`config.mk`:
```
export PLATFORM = sky130hd
export DESIGN_NAME = mem_access_ctrl
export DESIGN_NICKNAME = d
export VERILOG_FILES = /design/src/rtl/mem_access_ctrl.sv
export SDC_FILE = /design/constraint.sdc
export NUM_CORES = 1
export LEC_CHECK = 0
export ABC_AREA = 1
export BUFFER_PORTS_ARGS = -buffer_cell sky130_fd_sc_hd__clkbuf_2
export CAP_MARGIN = 20
export CORE_ASPECT_RATIO = 1.5
export CORE_MARGIN = 2
export CORE_UTILIZATION = 40
export CTS_CLUSTER_DIAMETER = 60
export DETAILED_ROUTE_END_ITERATION = 6
export GPL_TIMING_DRIVEN = 0
export PLACE_DENSITY = 0.69
export SETUP_SLACK_MARGIN = 0.1
export SLEW_MARGIN = 10
export SYNTH_ARGS = -nofsm -noshare
export SYNTH_HDL_FRONTEND = slang
export SYNTH_SLANG_ARGS = --single-unit
```
`constraint.sdc`:
```
create_clock -name clk -period 1.68 [get_ports clk]
set_input_delay 0.336 -clock clk [delete_from_list [all_inputs] [get_ports clk]]
set_output_delay 0.336 -clock clk [all_outputs]
set_load 0.005 [all_outputs]
```
`src/rtl/mem_access_ctrl.sv`:
```
// Memory-stage load/store controller: turns an M-stage load/store into a valid/ready
// bus request, stalls the pipeline while it is outstanding and returns extended load data.
module mem_access_ctrl #(
  parameter int unsigned TIMEOUT = 255
) (
  input  logic        clk,
  input  logic        rst_n,
  input  logic        MemReadM,
  input  logic        MemWriteM,
  input  logic [2:0]  funct3M,
  input  logic [31:0] addrM,
  input  logic [31:0] wdataM,
  output logic        req_valid,
  input  logic        req_ready,
  output logic        req_we,
  output logic [31:0] req_addr,
  output logic [31:0] req_wdata,
  output logic [3:0]  req_wstrb,
  input  logic        resp_valid,
  input  logic [31:0] resp_rdata,
  output logic        StallMem,
  output logic [31:0] load_dataM,
  output logic        misalignM,
  output logic        bus_errM
);

  typedef enum logic [1:0] {S_IDLE, S_REQ, S_WAIT, S_DONE} state_t;

  localparam logic [7:0] CNT_LAST = 8'(TIMEOUT - 1);

  state_t      r_state, w_state_next;
  logic [7:0]  r_cnt, w_cnt_next;
  logic        r_err, w_err_next;
  logic        r_we;
  logic [31:0] r_addr, r_wdata, r_load, w_load_next;
  logic [3:0]  r_wstrb;
  logic [1:0]  r_off;
  logic [2:0]  r_f3;

  logic        w_acc_raw, w_illegal, w_acc, w_launch;
  logic [31:0] w_wdata_sh, w_rshift, w_load_ext;
  logic [3:0]  w_wstrb;

  assign w_acc_raw = MemReadM | MemWriteM;

  always_comb begin
    case (funct3M)
      3'b000, 3'b100: w_illegal = 1'b0;
      3'b001, 3'b101: w_illegal = addrM[0];
      3'b010:         w_illegal = (addrM[1:0] != 2'b00);
      default:        w_illegal = 1'b1;
    endcase
    // Unsigned store sizes do not exist.
    if (MemWriteM && funct3M[2]) w_illegal = 1'b1;
  end

  assign misalignM = w_acc_raw & w_illegal;
  assign w_acc     = w_acc_raw & ~w_illegal;

  assign w_wdata_sh = wdataM << {addrM[1:0], 3'b000};

  always_comb begin
    case (funct3M[1:0])
      2'b00:   w_wstrb = 4'b0001 << addrM[1:0];
      2'b01:   w_wstrb = 4'b0011 << addrM[1:0];
      default: w_wstrb = 4'b1111;
    endcase
    if (!MemWriteM) w_wstrb = 4'b0000;
  end

  // Extraction uses the offset/size captured at launch, not the live M-stage inputs.
  assign w_rshift = resp_rdata >> {r_off, 3'b000};

  always_comb begin
    case (r_f3)
      3'b000:  w_load_ext = {{24{w_rshift[7]}}, w_rshift[7:0]};
      3'b001:  w_load_ext = {{16{w_rshift[15]}}, w_rshift[15:0]};
      3'b100:  w_load_ext = {24'd0, w_rshift[7:0]};
      3'b101:  w_load_ext = {16'd0, w_rshift[15:0]};
      default: w_load_ext = w_rshift;
    endcase
  end

  always_comb begin
    w_state_next = r_state;
    w_cnt_next   = r_cnt;
    w_err_next   = r_err;
    w_load_next  = r_load;
    w_launch     = 1'b0;
    case (r_state)
      S_IDLE: begin
        if (w_acc) begin
          w_state_next = S_REQ;
          w_launch     = 1'b1;
        end
      end
      S_REQ: begin
        if (req_ready) begin
          w_state_next = S_WAIT;
          w_cnt_next   = 8'd0;
        end
      end
      S_WAIT: begin
        // A response in the last WAIT cycle still wins over the timeout.
        if (resp_valid) begin
          w_state_next = S_DONE;
          w_err_next   = 1'b0;
          if (!r_we) w_load_next = w_load_ext;
        end else if (r_cnt == CNT_LAST) begin
          w_state_next = S_DONE;
          w_err_next   = 1'b1;
          w_load_next  = 32'd0;
        end else begin
          w_cnt_next = r_cnt + 8'd1;
        end
      end
      S_DONE: begin
        w_state_next = S_IDLE;
        w_err_next   = 1'b0;
      end
      default: w_state_next = S_IDLE;
    endcase
  end

  always_ff @(posedge clk or negedge rst_n) begin
    if (!rst_n) begin
      r_state <= S_IDLE;
      r_cnt   <= 8'd0;
      r_err   <= 1'b0;
      r_load  <= 32'd0;
      r_we    <= 1'b0;
      r_addr  <= 32'd0;
      r_wdata <= 32'd0;
      r_wstrb <= 4'd0;
      r_off   <= 2'd0;
      r_f3    <= 3'd0;
    end else begin
      r_state <= w_state_next;
      r_cnt   <= w_cnt_next;
      r_err   <= w_err_next;
      r_load  <= w_load_next;
      if (w_launch) begin
        r_we    <= MemWriteM;
        r_addr  <= {addrM[31:2], 2'b00};
        r_wdata <= w_wdata_sh;
        r_wstrb <= w_wstrb;
        r_off   <= addrM[1:0];
        r_f3    <= funct3M;
      end
    end
  end

  assign req_valid  = (r_state == S_REQ);
  assign req_we     = r_we;
  assign req_addr   = r_addr;
  assign req_wdata  = r_wdata;
  assign req_wstrb  = r_wstrb;
  assign load_dataM = r_load;
  assign bus_errM   = (r_state == S_DONE) & r_err;
  assign StallMem   = ((r_state == S_IDLE) & w_acc) | (r_state == S_REQ) | (r_state == S_WAIT);

endmodule

```
==> impl_metrics.py, run 1 <==
metrics = {
    "finish": {
        "final_net_count": 1217,
        "multi_input_gate_area_um2": 3060,
        "layout-drive-gt1-share_pct": 35.4,
        "flow.area_growth_from_synthesis_pct": 44.7,
        "final-seq-area_um2": 2880,
        "ant_cells": 0,
        "fillerInstances": 1370,
    },
    "logic_synthesis": {
        "synthFlopType": "dfrtp_1",
        "ys_types": 28,
        "synth_top_area_share_pct": 47.8,
        "syn_area_per_cell_um2": 7.13,
        "most_area_hungry_cell_type_in_the_yosys_netlist": "dfrtp_1",
        "cells_after_synth": 843,
        "total_standard_cell_area_after_synthesis_um2": 6010,
        "synth_seq_area_share_pct": 47.8,
        "ffs_latches_synth": 115,
        "ys_top_cells_by_area": "dfrtp_1 48%, nand2_1 27%, o21ai_0 3.7%, nand3_1 3.6%, a21oi_1 3.2%",
        "synth_enable_flop_cells": 0,
        "yosys_warnings": 0,
        "yosysMostFrequentCell": "nand2_1",
        "synth-async-reset-ratio_pct": 100,
        "ys_top_cells_by_count": "437 x nand2_1, 115 x dfrtp_1, 49 x nor2_1, 44 x o21ai_0, 43 x nand3_1",
    },
    "placement": {
        "hpwl_um": 14100,
        "placement.setup.worst_slack_ns": -0.303,
        "routabilityCongestion": 0.936,
        "place.port_buffers": 206,
    },
    "job": {
        "drv.max_cap_violation_count": 0,
    },
    "worst_setup_path": {
        "crit_required_ns": 1.34,
        "reg2reg_setup_slack_ns": -0.12,
        "critical_path_buf_inv_count": 6,
        "top_cell_by_count_worst_path": "inv_2",
        "setup.worst_path.end_class": "primary output",
        "worstSetupStartpointType": "flop",
        "critical_path.top_delay_family": "buffers and inverters",
        "critPathSlowestCell": "dfrtp_1",
        "wp_data_arrival_ns": 1.67,
        "crit_type": "reg2out",
        "cp_slowest_stage_delay_ns": 0.40,
        "max_fanout_on_critical_path": 2,
        "path_cells": "inv_2, ha_4, inv_2, nor2_4, inv_2, buf_6, buf_8, nand3_2, clkbuf_2",
    },
    "clocking": {
        "cts-buffers-inserted": 17,
        "path_clk_slew_ns": 0.06,
        "insertion_delay_ns": 0.41,
        "cts_max_path_buffers": 2,
        "clk_root_buffer_cell": "clkbuf_16",
        "cts_tree": "done",
        "cts.htree.levels": 4,
        "numClockSinks": 115,
    },
    "floorplanning": {
        "floorplan.initialDensity_pct": 41.0,
        "die_w_um": 104,
        "floorplan.die_area_um2": 16100,
        "core-area_um2": 14700,
        "i_o_pins": 210,
        "row_count": 54,
        "die_y_um": 154,
    },
    "global_routing": {
        "grt_util_all_layers_pct": 24.8,
        "first_pass_grt_wire_length_um": 31500,
        "grt_antenna_before_repair": 0,
        "grt_overflow_total": 0,
        "maximum_number_of_pins_on_one_net_before_global_route_repair": 67,
        "first_global_vias": 6319,
    },
    "power": {
        "pwr_density_cell_nw_per_um2": 1740,
        "peakVddDrop_uv": 818,
        "total_leakage_power_nw": 4.84,
    },
    "worst_hold_path": {
        "worst_hold_path_type": "in2reg",
    },
    "timing": {
        "transition_time_at_the_pin_with_the_least_slew_margin_ns": 0.664,
        "timing.slew.headroom_pct": 55.7,
        "slew_viol_final": 0,
        "finalSetupViolations": 14,
        "fin_crit_sh_pct": 119,
        "rsz_0062_raised_after_global_routing": "yes",
        "hold_viol_final": 0,
        "timing.fmax_mhz": 499,
        "setup_total_negative_slack_ns": -1.20,
        "fin_worst_skew_ns": 0.0106,
        "setup_slack_ns": -0.325,
        "layout_min_cycle_time_ns": 2.01,
    },
    "route": {
        "number_of_vias_after_detailed_routing": 6556,
        "antenna_left": 0,
        "drc": 0,
        "drt_iter0_markers": 362,
        "total_wirelength_of_the_detailed_routed_design_um": 20300,
        "wl_per_cell_um": 15.5,
        "via_per_inst": 4.99,
        "detail_route.first_pass.iterations": 5,
    },
    "status": {
        "violations": "negative setup slack",
        "status": "finished with violations",
    },
}
## repair_timing
action,4_1_cts,5_1_grt
pin swaps,24,14
gates resized for setup,69,79
hold buffers,1,0
buffers inserted,24,6
hold endpoints to repair,49,0
endpoints found under the setup margin,76,93
cloned,5,1
## through the flow
step	utilization (%)	instance area [um2]	power [W]	hold WS [ns]	instances
5_1_grt	59.4	8710	0.0162	0.122	1314
3_3_place_gp	49.9	7320	0.00983	0.454	1246
4_1_cts	57.6	8440	0.0146	0.110	1309
3_5_place_dp	50.2	7360	0.00994	0.316	1247
2_1_floorplan	-	6040	0.00764	0.0404	844
6_report	59.4	8710	0.0151	0.120	1314
## logic make-up after synthesis
| kind of cell | after synthesis | share of synthesized area [%] |
|---|---|---|
| flip-flops | 115 | 47.8 |
| other | 1 | 0.0623 |
| AND/OR/NAND/NOR | 539 | 35.2 |
| XOR/XNOR | 4 | 0.582 |
| adder cells (fa/ha/maj) | 7 | 1.46 |
| buffers and inverters | 83 | 6.62 |
| AO/OA/AOI/OAI | 94 | 8.26 |
## placed cells by master, fill, tap and decap left out, types with 2 or more instances in the layout
| cell type | synthesis | layout |
|---|---|---|
| clkinv_4 | 0 | 7 |
| or2_2 | 2 | 2 |
| nand2_2 | 0 | 41 |
| o21ai_0 | 44 | 34 |
| inv_1 | 29 | 23 |
| a31oi_1 | 8 | 8 |
| clkbuf_1 | 22 | 16 |
| nand3_4 | 0 | 4 |
| dfrtp_1 | 115 | 114 |
| inv_2 | 3 | 7 |
| nand3_2 | 3 | 3 |
| o21ai_2 | 0 | 4 |
| buf_2 | 14 | 8 |
| nand2_1 | 437 | 396 |
| clkbuf_8 | 0 | 4 |
| buf_4 | 4 | 20 |
| nand3_1 | 43 | 39 |
| conb_1 | 1 | 2 |
| nand4_1 | 2 | 2 |
| nor2_1 | 49 | 47 |
| clkbuf_16 | 0 | 17 |
| nor2_4 | 1 | 2 |
| xor2_1 | 4 | 4 |
| a21oi_2 | 1 | 15 |
| o21ai_1 | 0 | 6 |
| buf_8 | 0 | 6 |
| bufinv_16 | 0 | 3 |
| ha_4 | 0 | 5 |
| buf_6 | 7 | 23 |
| inv_6 | 0 | 2 |
| clkinvlp_4 | 0 | 4 |
| clkbuf_2 | 1 | 210 |
| ha_1 | 7 | 2 |
| a21oi_1 | 38 | 23 |
## worst register-to-register path, stage by stage, from the launching register on
cell and delay, ns:
dfrtp_1 0.40, inv_2 0.09, buf_4 0.13, ha_4 0.13
buf_6 0.10, clkinvlp_4 0.09, buf_4 0.14, nand2_1 0.06
nand2_2 0.06, a21oi_4 0.24, inv_4 0.12, nand2_2 0.08
nand2_1 0.05
## power by group
part | leakage, nW | internal (W) | switching, W
sequential | 1.48 | 0.00391 | 0.000716
clock | 0.296 | 0.00243 | 0.00140
combinational | 3.06 | 0.00282 | 0.00385
## routing by layer
layer | track usage [%] | wire [um] | vias up
met5 | 0 | 0 | -
met4 | 15.3 | 967 | 0
met3 | 4.47 | 1240 | 65
met2 | 44.6 | 10800 | 293
met1 | 26.9 | 7380 | 3035
li1 | - | - | 3163
## cell type report
cell class	count	share of cell area, %
Buffer	49	3.94
Timing Repair inverter	1	0.101
Timing Repair Buffer	241	16.1
Clock inverter	13	2.00
Tap cell	196	2.82
Sequential cell	115	33.1
Clock buffer	19	5.20
Multi-Input combinational cell	646	35.2
Inverter	34	1.60
## state kept, by name (all words and copies together), names as in the netlist
name / cells
req_wdata: 32
r_off: 2
load_dataM: 32
r_f3: 3
req_we: 1
r_state: 2
req_addr: 30
r_err: 1
r_cnt: 8
req_wstrb: 4
## final timing paths
kind                                    from       endpoint  depth (start not counted)
worst max-delay path              r_state[0]       StallMem                          9
worst min-delay path               addrM[18]   req_addr[18]                          3
worst max register to register    r_state[0]       r_cnt[7]                         12
worst min register to register  req_addr[28]   req_addr[28]                          2
max in group asynchronous              rst_n       r_cnt[3]                          3
min in group asynchronous              rst_n  req_wdata[15]                          2
Note: power is estimated with default switching activity, not from simulation.
==> run 2: changes to the inputs <==
--- a/config.mk
+++ b/config.mk
@@ -5,9 +5,8 @@
 export SDC_FILE = /design/constraint.sdc
 export NUM_CORES = 1
 export LEC_CHECK = 0
-export ABC_AREA = 1
 export BUFFER_PORTS_ARGS = -buffer_cell sky130_fd_sc_hd__clkbuf_2
-export CAP_MARGIN = 20
+export CAP_MARGIN = 30
 export CORE_ASPECT_RATIO = 1.5
 export CORE_MARGIN = 2
 export CORE_UTILIZATION = 40
==> impl_metrics.py, run 2 <==
metrics = {
    "finish": {
        "fillerInstances": 1083,
        "flow.area_growth_from_synthesis_pct": 61.2,
        "layout_commonest_cell": "clkbuf_2",
        "ant_cells": 0,
        "final_net_count": 935,
        "layout-drive-gt1-share_pct": 57.3,
        "final_cell_count_no_fill": 1028,
        "final-seq-area_um2": 2880,
        "multi_input_gate_area_um2": 3250,
        "post-route-util_pct": 66.1,
        "mostFrequentLayoutCells": "208 x clkbuf_2, 114 x dfrtp_1, 48 x mux2_2",
    },
    "timing": {
        "setup_slack_ns": -0.298,
        "fin_worst_skew_ns": 0.0132,
        "timing.fmax_mhz": 506,
        "slew_viol_final": 0,
        "hold_viol_final": 0,
        "timing.slew.headroom_pct": 53.2,
        "transition_time_at_the_pin_with_the_least_slew_margin_ns": 0.702,
        "fin_crit_sh_pct": 118,
        "hold_ws_ns": 0.155,
        "rsz_0062_raised_after_global_routing": "yes",
        "finalSetupViolations": 117,
        "layout_min_cycle_time_ns": 1.98,
    },
    "route": {
        "via_per_inst": 5.38,
        "drc": 0,
        "detail_route.first_pass.iterations": 4,
        "total_wirelength_of_the_detailed_routed_design_um": 19500,
        "number_of_vias_after_detailed_routing": 5530,
        "drt_iter0_markers": 193,
        "antenna_left": 0,
        "wl_per_cell_um": 19.0,
    },
    "clocking": {
        "cts-buffers-inserted": 17,
        "cts.htree.levels": 4,
        "cts_max_path_buffers": 2,
        "clk_root_buffer_cell": "clkbuf_16",
        "cts_tree": "done",
        "insertion_delay_ns": 0.41,
        "numClockSinks": 115,
        "path_clk_slew_ns": 0.06,
    },
    "logic_synthesis": {
        "synth-async-reset-ratio_pct": 100,
        "yosysMostFrequentCell": "dfrtp_1",
        "most_area_hungry_cell_type_in_the_yosys_netlist": "dfrtp_1",
        "cells_after_synth": 538,
        "yosys_warnings": 0,
        "ys_types": 45,
        "ys_top_cells_by_count": "115 x dfrtp_1, 69 x nand2_1, 51 x mux2_2, 50 x o21ai_0, 39 x mux2i_1",
        "ys_top_cells_by_area": "dfrtp_1 50%, mux2_2 10%, mux2i_1 6.8%, nand2_1 4.5%, o21ai_0 4.3%",
        "syn_area_per_cell_um2": 10.7,
        "synth_seq_area_share_pct": 50.0,
        "ffs_latches_synth": 115,
        "total_standard_cell_area_after_synthesis_um2": 5760,
        "synth_top_area_share_pct": 50.0,
        "synthFlopType": "dfrtp_1",
        "synth_enable_flop_cells": 0,
    },
    "global_routing": {
        "maximum_number_of_pins_on_one_net_before_global_route_repair": 91,
        "grt_util_all_layers_pct": 24.0,
        "grt_overflow_total": 0,
        "first_global_vias": 5568,
        "first_pass_grt_wire_length_um": 28400,
        "grt_antenna_before_repair": 0,
    },
    "placement": {
        "hpwl_um": 13200,
        "place.port_buffers": 206,
        "routabilityCongestion": 0.940,
        "numPlacedInstances": 938,
        "placement.setup.worst_slack_ns": -0.440,
    },
    "worst_setup_path": {
        "worstSetupStartpointType": "flop",
        "wp_data_arrival_ns": 1.64,
        "max_fanout_on_critical_path": 4,
        "crit_required_ns": 1.34,
        "crit_type": "reg2out",
        "setup.worst_path.end_class": "primary output",
    },
    "floorplanning": {
        "i_o_pins": 210,
        "floorplan.initialDensity_pct": 41.0,
        "core-area_um2": 14100,
        "row_count": 53,
        "die_y_um": 151,
        "floorplan.die_area_um2": 15400,
        "die_w_um": 102,
    },
    "status": {
        "violations": "negative setup slack",
        "status": "finished with violations",
    },
    "power": {
        "total_leakage_power_nw": 4.47,
        "peakVddDrop_uv": 924,
        "pwr_density_cell_nw_per_um2": 1730,
    },
    "job": {
        "drv.max_cap_violation_count": 0,
    },
    "worst_hold_path": {
        "worst_hold_path_type": "in2reg",
    },
}
-- run 2: cell types whose count changed after synthesis, moves of 12 or more --
cell / change
nand2_1: -368
mux2_2: +51
nand3_1: -41
mux2i_1: +39
inv_1: -26
nor2_1: -26
nor2b_1: +12
-- run 2: routing by layer --
metal  GRT usage [%]  up-vias  wire length (um)
met5               0        -                 0
met4            13.4        0               879
met3            4.29       54               943
met2            41.8      234             10400
met1            27.3     2725              7270
li1                -     2517                 -
-- run 2: metrics by stage --
| step | total power (W) | setup TNS [ns] | cell area (um2) |
|---|---|---|---|
| 2_1_floorplan | 0.00755 | -0.610 | 5890 |
| 3_5_place_dp | 0.00984 | -21.39 | 7200 |
| 6_report | 0.0161 | -20.16 | 9290 |
| 3_3_place_gp | 0.00962 | -169.20 | 7160 |
| 5_1_grt | 0.0169 | -26.61 | 9290 |
| 4_1_cts | 0.0150 | -14.07 | 8680 |
-- run 2: critical path: stages (launching register included) --
cell and delay, ns:
dfrtp_1 0.40, inv_2 0.15, ha_4 0.17, o221ai_4 0.10, buf_6 0.15, clkbuf_16 0.14, nand2_4 0.05, buf_6 0.08
-- run 2: kinds of logic after synthesis --
logic type               share of synthesized area, %
AO/OA/AOI/OAI                                    14.4
adder cells (fa/ha/maj)                          1.52
buffers and inverters                            4.21
flip-flops                                       50.0
multiplexers                                     17.7
other                                          0.0651
AND/OR/NAND/NOR                                  12.1
-- run 2: power breakdown --
group	leakage, nW	internal [W]	switching, W	total (W)
logic	2.70	0.00381	0.00322	0.00703
clock network	0.322	0.00274	0.00137	0.00411
registers	1.46	0.00402	0.000936	0.00496
total	4.47	0.0106	0.00552	0.0161
-- run 2: final timing paths --
check	end	slack, ns	cells after the start	startpoint
max	StallMem	-0.30	7	r_state[0]
min	req_addr[16]	0.16	2	addrM[16]
max reg2reg	load_dataM[28]	-0.26	7	r_state[0]
min reg2reg	load_dataM[3]	0.49	2	load_dataM[3]
max in group asynchronous	req_wdata[20]	0.55	3	rst_n
min in group asynchronous	req_wdata[9]	0.39	2	rst_n
-- run 2: area by class of cell --
class,count,share of cell area (%)
Inverter,3,0.121
Clock buffer,19,4.88
Buffer,42,4.66
Timing Repair Buffer,266,19.4
Multi-Input combinational cell,378,35.0
Clock inverter,13,2.34
Tap cell,192,2.59
Sequential cell,115,31.0
-- run 2: what timing repair did --
action	4_1_cts	5_1_grt
gates cloned	14	2
hold endpoints to repair	25	0
pin swaps	21	50
gates resized for setup	110	124
endpoints found under the setup margin	110	118
hold buffers	1	0
setup buffers	20	24
